--- src/rtl/page_out_arbiter.sv ---
// page_out_arbiter
// Merges NUM_REQ operator output streams onto the single user-to-interface
// output port of a leaf_interface. Each grant covers at most BURST_LEN words.
// A grant is released early as soon as its owner drops valid. Arbitration is
// round-robin by default.
// Defining PAGE_ARB_FIXED_PRIO_EN switches the IDLE selection to fixed
// priority, where the lowest index wins.
// A 2-entry skid buffer decouples out_tready from the requester ready path.
module page_out_arbiter #(
    parameter int NUM_REQ    = 4,
    parameter int DATA_WIDTH = 32,
    parameter int BURST_LEN  = 16,
    localparam int REQ_BITS  = (NUM_REQ > 2) ? $clog2(NUM_REQ) : 1
) (
    input  logic                          ap_clk,
    input  logic                          ap_rst_n,
    input  logic [NUM_REQ*DATA_WIDTH-1:0] req_tdata,
    input  logic [NUM_REQ-1:0]            req_tvalid,
    output logic [NUM_REQ-1:0]            req_tready,
    output logic [DATA_WIDTH-1:0]         out_tdata,
    output logic                          out_tvalid,
    input  logic                          out_tready,
    output logic [REQ_BITS-1:0]           grant_id,
    output logic                          busy
);

    localparam logic [0:0] ST_IDLE  = 1'b0;
    localparam logic [0:0] ST_GRANT = 1'b1;

    logic [0:0]            state;
    logic [REQ_BITS-1:0]   last_grant;
    logic [7:0]            burst_cnt;

    logic [DATA_WIDTH-1:0] buf_mem [2];
    logic                  wr_ptr;
    logic                  rd_ptr;
    logic [1:0]            buf_cnt;

    logic [REQ_BITS-1:0]   sel_id;
    logic [REQ_BITS-1:0]   cand;
    logic                  any_valid;
    logic                  own_valid;
    logic [DATA_WIDTH-1:0] own_data;
    logic                  buf_full;
    logic                  xfer;
    logic                  pop;
    logic                  burst_done;

    assign any_valid  = |req_tvalid;
    assign own_valid  = req_tvalid[grant_id];
    assign own_data   = req_tdata[grant_id*DATA_WIDTH +: DATA_WIDTH];
    assign buf_full   = (buf_cnt == 2'd2);
    assign busy       = (state == ST_GRANT);
    assign xfer       = busy && own_valid && !buf_full;
    assign out_tvalid = (buf_cnt != 2'd0);
    assign pop        = out_tvalid && out_tready;
    assign burst_done = (burst_cnt == 8'(BURST_LEN - 1));
    // Empty-buffer head is forced to zero so stale words never leak out
    assign out_tdata  = out_tvalid ? buf_mem[rd_ptr] : '0;

    // Ready is decoded purely from registered state: owner only, and only with buffer room
    always_comb begin
        req_tready = '0;
        if (busy && !buf_full)
            req_tready[grant_id] = 1'b1;
    end

    // Next owner when leaving IDLE; the lowest-ranked candidate is written last and wins
    always_comb begin
        sel_id = '0;
        cand   = '0;
`ifdef PAGE_ARB_FIXED_PRIO_EN
        for (int i = NUM_REQ - 1; i >= 0; i--) begin
            cand = REQ_BITS'(i);
            if (req_tvalid[cand])
                sel_id = cand;
        end
`else
        for (int k = NUM_REQ; k >= 1; k--) begin
            cand = REQ_BITS'((int'(last_grant) + k) % NUM_REQ);
            if (req_tvalid[cand])
                sel_id = cand;
        end
`endif
    end

    // Grant FSM: burst counting and release on burst end or owner valid drop
    always_ff @(posedge ap_clk or negedge ap_rst_n) begin
        if (!ap_rst_n) begin
            state      <= ST_IDLE;
            grant_id   <= '0;
            last_grant <= REQ_BITS'(NUM_REQ - 1);
            burst_cnt  <= '0;
        end else begin
            case (state)
                ST_IDLE: begin
                    if (any_valid) begin
                        grant_id  <= sel_id;
                        burst_cnt <= '0;
                        state     <= ST_GRANT;
                    end
                end
                default: begin
                    if (xfer)
                        burst_cnt <= burst_cnt + 8'd1;
                    if ((xfer && burst_done) || !own_valid) begin
                        state      <= ST_IDLE;
                        last_grant <= grant_id;
                    end
                end
            endcase
        end
    end

    // Skid buffer occupancy and pointers; push and pop together keep the count
    always_ff @(posedge ap_clk or negedge ap_rst_n) begin
        if (!ap_rst_n) begin
            wr_ptr  <= 1'b0;
            rd_ptr  <= 1'b0;
            buf_cnt <= 2'd0;
        end else begin
            if (xfer)
                wr_ptr <= ~wr_ptr;
            if (pop)
                rd_ptr <= ~rd_ptr;
            case ({xfer, pop})
                2'b10:   buf_cnt <= buf_cnt + 2'd1;
                2'b01:   buf_cnt <= buf_cnt - 2'd1;
                default: buf_cnt <= buf_cnt;
            endcase
        end
    end

    // Skid buffer storage; contents are qualified by buf_cnt so they need no reset
    always_ff @(posedge ap_clk) begin
        if (xfer)
            buf_mem[wr_ptr] <= own_data;
    end

endmodule

--- config.mk ---
export PLATFORM = sky130hd
export DESIGN_NAME = page_out_arbiter
export DESIGN_NICKNAME = d
export VERILOG_FILES = /design/src/rtl/page_out_arbiter.sv
export SDC_FILE = /design/constraint.sdc
export NUM_CORES = 1
export LEC_CHECK = 0
export ABC_AREA = 0
export BUFFER_PORTS_ARGS = -buffer_cell sky130_fd_sc_hd__buf_2
export CORE_ASPECT_RATIO = 0.9
export CORE_UTILIZATION = 25
export CTS_BUF_LIST = sky130_fd_sc_hd__clkbuf_4
export DETAILED_ROUTE_END_ITERATION = 10
export GPL_TIMING_DRIVEN = 0
export SLEW_MARGIN = 20
export SYNTH_ARGS = -nofsm -noshare
export SYNTH_HDL_FRONTEND = slang
export SYNTH_SLANG_ARGS = --single-unit
--- constraint.sdc ---
create_clock -name ap_clk -period 3.77 [get_ports ap_clk]
set_clock_uncertainty 0.2 [all_clocks]
set_input_delay 0 -clock ap_clk [delete_from_list [all_inputs] [get_ports ap_clk]]
set_output_delay 0 -clock ap_clk [all_outputs]
set_load 0.05 [all_outputs]
==> key figures, run 1 <==
Outcome
  • Status: complete, no violations

Synth
  • Number of synthesized register bits: 81
  • Synthesized Nets: 405
  • Post-synth top area cell: edfxtp_1
  • Largest cells by area after synthesis: edfxtp_1, mux4_2, dfrtp_1
  • Post-synth top flop: edfxtp_1
  • Seq/Total Area, Yosys: around 58%
  • Area share of the largest cell type after synthesis: between 40% and 50%
  • Avg Inst Size Synth: between 15 and 20 sq um
  • Mapped cell area: 4080 sq um
  • EDFF count, synth: 64
  • Cells after Synth: between 200 and 300
  • Yosys cell types: 37
  • Synth warnings: 0
  • FFs w/ async S/R, synth: 21.0%

GRT
  • Pin count of the biggest net entering global routing: 19
  • Vias in the first global route: 3394
  • First-pass GRT wire length: around 17 mm
  • Initial antenna violation count: 1
  • Total global routing overflow: 0
  • GRT Util Overall: between 10 and 15%

Detailed routing
  • 1st-pass router iterations: 4
  • Antenna viol nets, final: 0
  • Via density: 4.55
  • Number of DRC markers in iteration 0: just over 100
  • Wire length per cell: about 16 microns
  • Total routed wirelength: approximately 12 mm
  • Vias: 3370
  • DR DRC count: 0

Place
  • Placer Congestion: between 0.7 and 0.8
  • Inst Count DP: approximately 650
  • Number of buffers added on ports: 174
  • Detail Placement HPWL: between 8 and 9 mm

Timing
  • Unrepaired setup endpoints after global routing: no
  • Sum Neg Setup Slack: 0 ns
  • Final slew viol count: 0
  • Post-route minimum period: about 3 ns
  • Worst slew pin tran: 0.719 ns
  • Max-Slew Margin vs Limit: 52.1%
  • Hold Vio Cnt, Final: 0
  • Final Cycle Share: between 70 and 80%
  • Fmax: between 0.3 and 0.4 GHz
  • Final setup viols: 0

Clocking
  • Post-CTS setup buffer count: 0
  • H-tree depth: 3
  • Clock sinks: slightly above 80
  • Num CTS Buffers: 9
  • CTS tree: done
  • Root Driver: clkbuf_4
  • Worst-path clk slew: 0.12 ns
  • Clk_lat worst skew: 0.43 ns
  • CTS max path bufs: 2

Worst setup path
  • Buffers & Inverters on Critical Path: 3
  • Worst-path fanout max: 7
  • Startpoint Class: flop
  • R2r startpoint: last_grant[1]$_DFFE_PN1P_
  • Req. time, crit path: between 3 and 4 ns
  • Slowest stage delay, CP: between 0.6 and 0.7 ns
  • CP max-delay cell: dfstp_2
  • Worst path cell trace: a21oi_1 -> a31oi_1 -> dlygate4sd3_1 -> a211o_1 -> dlygate4sd3_1 -> o21ai_0 -> dlygate4sd3_1
  • Worst setup path start: last_grant[1]$_DFFE_PN1P_
  • Crit path top cell by count: dlygate4sd3_1
  • Setup CP Type: flop to flop
  • CP arrival: 3.14 ns
  • CP Capture Type: flop
  • Crit path max-delay family: buffers and inverters

Pwr
  • Worst IR Drop VDD: about 540 uV
  • Pwr dens: 851 nW/um^2
  • Leakage power: ~2.6 nW

Floorplan
  • Initial cell density of the core: 26.0%
  • Rows: 43
  • Die ar.: roughly 17000 sq um
  • Core area: about 16000 sq um
  • # IOs: approximately 180
  • Die W: 137 microns
  • Die height: between 100 and 150 microns

Min path
  • HP Class: input port to flop
  • Hold path startpoint: out_tready

Cells and area
  • Share of layout cells above drive strength 1: between 40 and 50%
  • Final net count: between 600 and 700
  • Ant. Diodes: 0
  • Fillers: between 1500 and 2000
  • Post-route insts no fill: 740
  • P&R area growth vs syn: 51.9%

Job
  • Max cap viols: 0
## path summary, 6_finish.rpt
check / cells after the start / endpoint / slack, ns
max: 7 / grant_id[1]$_DFFE_PN0P_ / 0.76
min: 4 / rd_ptr$_DFFE_PN0P_ / 0.28
max reg2reg: 7 / grant_id[1]$_DFFE_PN0P_ / 0.76
min reg2reg: 1 / buf_cnt[1]$_DFFE_PN0P_ / 0.31
max in group asynchronous: 4 / burst_cnt[4]$_DFFE_PN0P_ / 1.87
min in group asynchronous: 3 / last_grant[0]$_DFFE_PN1P_ / 0.38
## worst reg2reg max path: stages, from the launching register on
cell and delay [ns]:
dfstp_2 0.61, a21oi_1 0.08, a31oi_1 0.14, dlygate4sd3_1 0.57, a211o_1 0.12, dlygate4sd3_1 0.54, o21ai_0 0.08, dlygate4sd3_1 0.57
## Yosys cell counts, types with 3 or more instances
cell       n
xor2_1     3
o21ai_0    3
clkbuf_1   8
o31ai_1    4
a21oi_1    4
dfrtp_1   15
buf_4      3
edfxtp_1  64
nand2_1    4
mux4_2    33
xnor2_1    3
buf_2      6
nand2b_1   3
inv_1      6
nand3_1    6
nor2_1    41
mux2i_1   33
o211ai_1   4
## final cells by class
cell class | count | area (sq um) | area share (%)
buffer | 17 | 82.6 | 1.33
clock buffer | 11 | 82.6 | 1.33
clock inverter | 5 | 56.3 | 0.910
inverter | 6 | 22.5 | 0.364
multi-input combinational | 164 | 1640 | 26.4
sequential | 81 | 2350 | 38.0
tap | 202 | 253 | 4.08
timing repair buffer | 254 | 1710 | 27.6
## power breakdown
| part | leakage [nW] | switching [W] | total (W) | internal (W) |
|---|---|---|---|---|
| Clock | 0.0768 | 0.000289 | 0.000505 | 0.000216 |
| Sequential | 0.799 | 0.000107 | 0.00150 | 0.00140 |
| Combinational | 1.75 | 0.00205 | 0.00326 | 0.00121 |
## placed cells by master (no fill, tap or decap), types with 2 or more instances in the layout
| cell | Yosys | routed |
|---|---|---|
| mux4_2 | 33 | 33 |
| o21ai_0 | 3 | 3 |
| inv_1 | 6 | 6 |
| buf_4 | 3 | 3 |
| o31ai_1 | 4 | 4 |
| o21ai_1 | 2 | 2 |
| a21oi_1 | 4 | 4 |
| dfstp_2 | 2 | 2 |
| clkinv_2 | 0 | 2 |
| mux2_1 | 2 | 2 |
| dlygate4sd3_1 | 0 | 78 |
| nor2_4 | 0 | 2 |
| edfxtp_1 | 64 | 64 |
| nor3_1 | 2 | 2 |
| nor2_1 | 41 | 39 |
| xor2_1 | 3 | 3 |
| buf_2 | 6 | 180 |
| clkbuf_1 | 8 | 8 |
| ha_1 | 2 | 2 |
| nand3_1 | 6 | 6 |
| nand4_1 | 2 | 2 |
| dfrtp_1 | 15 | 15 |
| buf_16 | 0 | 2 |
| nand2_1 | 4 | 4 |
| mux2i_1 | 33 | 33 |
| clkbuf_4 | 0 | 11 |
| nand2b_1 | 3 | 3 |
| xnor2_1 | 3 | 3 |
| o211ai_1 | 4 | 4 |
## repair_timing
action                                 CTS  global route
endpoints found under the hold margin   95             0
gates resized for setup                  0             0
hold buffers                            78             0
## per-layer routing
metal / track usage, % / wire length, microns / vias up
met3: 5.00 / 755 / 10
met2: 26.3 / 6090 / 116
met4: 3.61 / 91 / 2
li1: - / - / 1583
met1: 15.0 / 4720 / 1659
met5: 0 / 13 / -
## metrics by stage
step	worst slack, ns	cell area, sq um	utilization (%)	hold slack (ns)	total power [W]
2_1_floorplan	0.370	4080	-	-0.496	0.00367
3_3_place_gp	-0.350	5200	33.2	-0.260	0.00440
3_5_place_dp	1.27	5270	33.7	-0.252	0.00450
4_1_cts	0.825	6190	39.5	0.222	0.00535
5_1_grt	0.665	6190	39.5	0.248	0.00558
6_report	0.759	6190	39.5	0.283	0.00527
## logic make-up (layout without fill, tap and decap cells)
group,Yosys count,count (layout),synth area share [%]
flip-flops,81,81,57.7
multiplexers,68,68,26.9
AO/OA/AOI/OAI,24,24,3.96
XOR/XNOR,6,6,1.29
AND/OR/NAND/NOR,64,64,7.00
buffers and inverters,23,293,2.58
adder cells (fa/ha/maj),2,2,0.614
## registers in the layout (all words and copies together) (netlist names)
name	flops
grant_id	2
buf_cnt	2
wr_ptr	1
burst_cnt	8
rd_ptr	1
busy	1
last_grant	2
buf_mem	64
(Power assumes the default switching activity.)
==> run 2, diff against run 1 <==
ABC_AREA = 1   (was 0)
clock period = 2.65 ns   (was 3.77 ns; I/O delays follow)
==> key figures, run 2 <==
Cells and area
  • Commonest non-fill, non-tap cell in the layout: buf_2 (unchanged)
  • Max FFs per register: 64 (unchanged)
  • P&R area growth vs syn: 64.1% (was 51.9%)
  • Share of layout cells above drive strength 1: 28.2% (was 44.6%)
  • Post-route insts no fill: 1000 (was 740)
  • Largest regs: buf_mem: 64 flops, burst_cnt: 8 flops (unchanged)
  • Final net count: 922 (was 670)
  • Reg with most FFs: buf_mem (unchanged)
  • Most frequent cells in the layout: buf_2, nand2_1, dlygate4sd3_1 (was buf_2, dlygate4sd3_1, edfxtp_1)
  • Fillers: 1573 (was 1518)

GRT
  • Met3 Usage GRT: 5.59% (was 5.00%)
  • GRT Util Overall: 19.2% (was 14.1%)
  • First-pass GRT wire length: 25.2 mm (was 17.0 mm)
  • Grt peak-use layer: met2 (unchanged)
  • Vias in the first global route: 4778 (was 3394)
  • Pin count of the biggest net entering global routing: 34 (was 19)
  • M1 GR Usage: 22.1% (was 15.0%)
  • Met2 Use GR: 33.3% (was 26.3%)
  • Initial antenna violation count: 3 (was 1)
  • Total global routing overflow: 0 (unchanged)

Pwr
  • Overall power: 0.00817 W (was 0.00527 W)
  • Leakage power: 2.99 nW (was 2.63 nW)
  • Worst IR Drop VDD: 878 uV (was 538 uV)
  • Pwr dens: 1190 nW/um^2 (was 851 nW/um^2)

Timing
  • Hold Vio Cnt, Final: 0 (unchanged)
  • Fmax: 0.379 GHz (was 0.332 GHz)
  • Worst slew pin tran: 1.01 ns (was 0.719 ns)
  • Max-Slew Margin vs Limit: 32.4% (was 52.1%)
  • Final slew viol count: 0 (unchanged)
  • Final setup viols: 0 (unchanged)
  • Unrepaired setup endpoints after global routing: yes (was no)
  • Final Cycle Share: 99.7% (was 79.9%)
  • WHS: 0.224 ns (was 0.283 ns)
  • Post-route minimum period: 2.64 ns (was 3.01 ns)

Floorplan
  • # IOs: 175 (unchanged)
  • Die height: 125 microns (was 123 microns)
  • Die ar.: 17300 sq um (was 16800 sq um)
  • Core area: 16300 sq um (was 15700 sq um)
  • Die W: 139 microns (was 137 microns)
  • Initial cell density of the core: 25.8% (was 26.0%)
  • Rows: 44 (was 43)

Worst setup path
  • End of the critical path: buf_mem[1][31]$_DFFE_PP_ (was grant_id[1]$_DFFE_PN0P_)
  • Worst-path fanout max: 33 (was 7)
  • Slowest stage delay, CP: 0.75 ns (was 0.61 ns)
  • Crit path max-delay family: simple AND/OR/NAND/NOR gates (was buffers and inverters)
  • CP max-delay cell: nor2_4 (was dfstp_2)
  • R2R depth: 7 (unchanged)
  • Worst setup path start: grant_id[1]$_DFFE_PN0P_ (was last_grant[1]$_DFFE_PN1P_)
  • CP arrival: 2.51 ns (was 3.14 ns)
  • Startpoint Class: flop (unchanged)
  • Buffers & Inverters on Critical Path: 2 (was 3)
  • Req. time, crit path: 2.52 ns (was 3.90 ns)
  • Setup CP Type: flop to flop (unchanged)
  • Worst path cell trace: clkbuf_4 -> nor2_4 -> nand2_2 -> o2111ai_4 -> nand2_2 -> buf_6 -> nor2_4 (was a21oi_1 -> a31oi_1 -> dlygate4sd3_1 -> a211o_1 -> dlygate4sd3_1 -> o21ai_0 -> dlygate4sd3_1)
  • Critical path depth: 7 (unchanged)
  • R2R setup slack: 0.009 ns (was 0.76 ns)
  • CP Capture Type: flop (unchanged)
  • Worst r2r dst: buf_mem[1][31]$_DFFE_PP_ (was grant_id[1]$_DFFE_PN0P_)
  • R2r startpoint: grant_id[1]$_DFFE_PN0P_ (was last_grant[1]$_DFFE_PN1P_)

Detailed routing
  • Number of DRC markers in iteration 0: 238 (was 103)
  • Antenna viol nets, final: 0 (unchanged)
  • Via density: 4.70 (was 4.55)
  • DR DRC count: 15 (was 0)
  • 1st-pass router iterations: 8 (was 4)
  • Wire length per cell: 16.4 microns (was 15.8 microns)
  • Vias: 4699 (was 3370)
  • Total routed wirelength: 16.4 mm (was 11.7 mm)

Synth
  • Largest cells by area after synthesis: edfxtp_1, nand2_1, a22oi_1 (was edfxtp_1, mux4_2, dfrtp_1)
  • Mapped cell area: 4200 sq um (was 4080 sq um)
  • Synthesized Nets: 599 (was 405)
  • Yosys cell types: 30 (was 37)
  • Most common cell in the netlist: nand2_1 (was edfxtp_1)
  • EDFF count, synth: 64 (unchanged)
  • Number of synthesized register bits: 81 (unchanged)
  • Post-synth top flop: edfxtp_1 (unchanged)
  • Synth warnings: 0 (unchanged)
  • Seq/Total Area, Yosys: 55.9% (was 57.7%)
  • Post-synth top cells: nand2_1, edfxtp_1, a22oi_1, a21oi_1, nand3_1 (was edfxtp_1, nor2_1, mux2i_1, mux4_2, dfrtp_1)
  • Area share of the largest cell type after synthesis: 45.7% (was 47.2%)
  • FFs w/ async S/R, synth: 21.0% (unchanged)
  • Post-synth top area cell: edfxtp_1 (unchanged)
  • Avg Inst Size Synth: 9.09 sq um (was 15.2 sq um)
  • Cells after Synth: 462 (was 268)

Outcome
  • Failing checks: design-rule violations
  • Status: finished with violations (was complete, no violations)

Place
  • Number of buffers added on ports: 174 (unchanged)
  • Detail Placement HPWL: 10.0 mm (was 8.32 mm)
  • Placer Congestion: 0.812 (was 0.732)
  • Inst Count DP: 843 (was 646)

Clocking
  • H-tree depth: 3 (unchanged)
  • CTS max path bufs: 2 (unchanged)
  • CTS tree: done (unchanged)
  • Clk_lat worst skew: 0.43 ns (about the same)
  • Worst-path clk slew: 0.14 ns (was 0.12 ns)
  • Root Driver: clkbuf_4 (unchanged)
  • Clock sinks: 81 (unchanged)
  • Num CTS Buffers: 9 (unchanged)

Job
  • Max cap viols: 0 (unchanged)

Min path
  • HP Class: input port to flop (unchanged)
[run 2: changes by cell type after synthesis, moves of 24 or more]
cell     previous run  this run
nor2_1             41        17
a21oi_1             4        36
mux2i_1            33         0
mux4_2             33         0
nand2_1             4       165
a22oi_1             0        52
[run 2: cell families after synthesis]
group,synth area share (%)
simple gates,22.4
compound gates,14.9
flops,55.9
fa+ha+maj,0.595
buf+inv,4.68
xor+xnor,1.46
[run 2: timing repair]
action / CTS / global route
hold buffers: 138 / 0
endpoints found under the setup margin: 65 / 104
endpoints found under the hold margin: 97 / 0
gates resized for setup: 3 / 19
setup buffers: 0 / 0
pin swaps: 0 / 1
[run 2: area by class of cell]
type	instances	area, sq um	share of cell area (%)
diodes	3	7.51	0.109
plain buffers	26	125	1.81
clock buffers	9	67.6	0.980
clock inverters	7	52.6	0.762
inverters	22	88.8	1.29
multi-input cells	333	1690	24.5
flip-flops and latches	81	2350	34.1
well taps	207	259	3.76
repair buffers	312	2250	32.7
[run 2: how the worst min path moves through the flow]
stage	start	to	cells after the start
3_3_place_gp	ap_rst_n	burst_cnt[7]$_DFFE_PN0P_	1
5_1_grt	req_tdata[119]	buf_mem[1][23]$_DFFE_PP_	4
6_report	req_tdata[78]	buf_mem[1][14]$_DFFE_PP_	4
2_1_floorplan	ap_rst_n	buf_cnt[0]$_DFFE_PN0P_	0
3_5_place_dp	ap_rst_n	burst_cnt[7]$_DFFE_PN0P_	1
4_1_cts	req_tdata[82]	buf_mem[1][18]$_DFFE_PP_	4
[run 2: report_power, final]
| part | switching [W] | total, W | internal [W] |
|---|---|---|---|
| Sequential | 0.000158 | 0.00219 | 0.00203 |
| Combinational | 0.00371 | 0.00533 | 0.00162 |
| Clock | 0.000458 | 0.000655 | 0.000197 |
| Total | 0.00432 | 0.00817 | 0.00385 |
[run 2: routing by layer]
layer | part of all wire, % | wire length (microns)
met1 | 42 | 6960
met2 | 48 | 7960
met3 | 6.3 | 1030
met4 | 3.1 | 505
met5 | 0 | 0
[run 2: metrics by stage]
stage / TNS [ns] / area, sq um / setup slack, ns / utilization [%]
after floorplan: 0 / 4210 / 0.0389 / -
after global placement: -9.95 / 5340 / -0.163 / 32.8
after detailed placement: -8.67 / 5340 / -0.141 / 32.8
after CTS: -5.31 / 6850 / -0.105 / 42.1
after global routing: -8.95 / 6900 / -0.157 / 42.3
final: 0 / 6900 / 0.00905 / 42.3
[run 2: worst register-to-register path: stages, from the launching register on]
cell	delay (ns)
dfrtp_1	0.40
clkbuf_4	0.19
nor2_4	0.21
nand2_2	0.10
o2111ai_4	0.14
nand2_2	0.10
buf_6	0.16
nor2_4	0.75
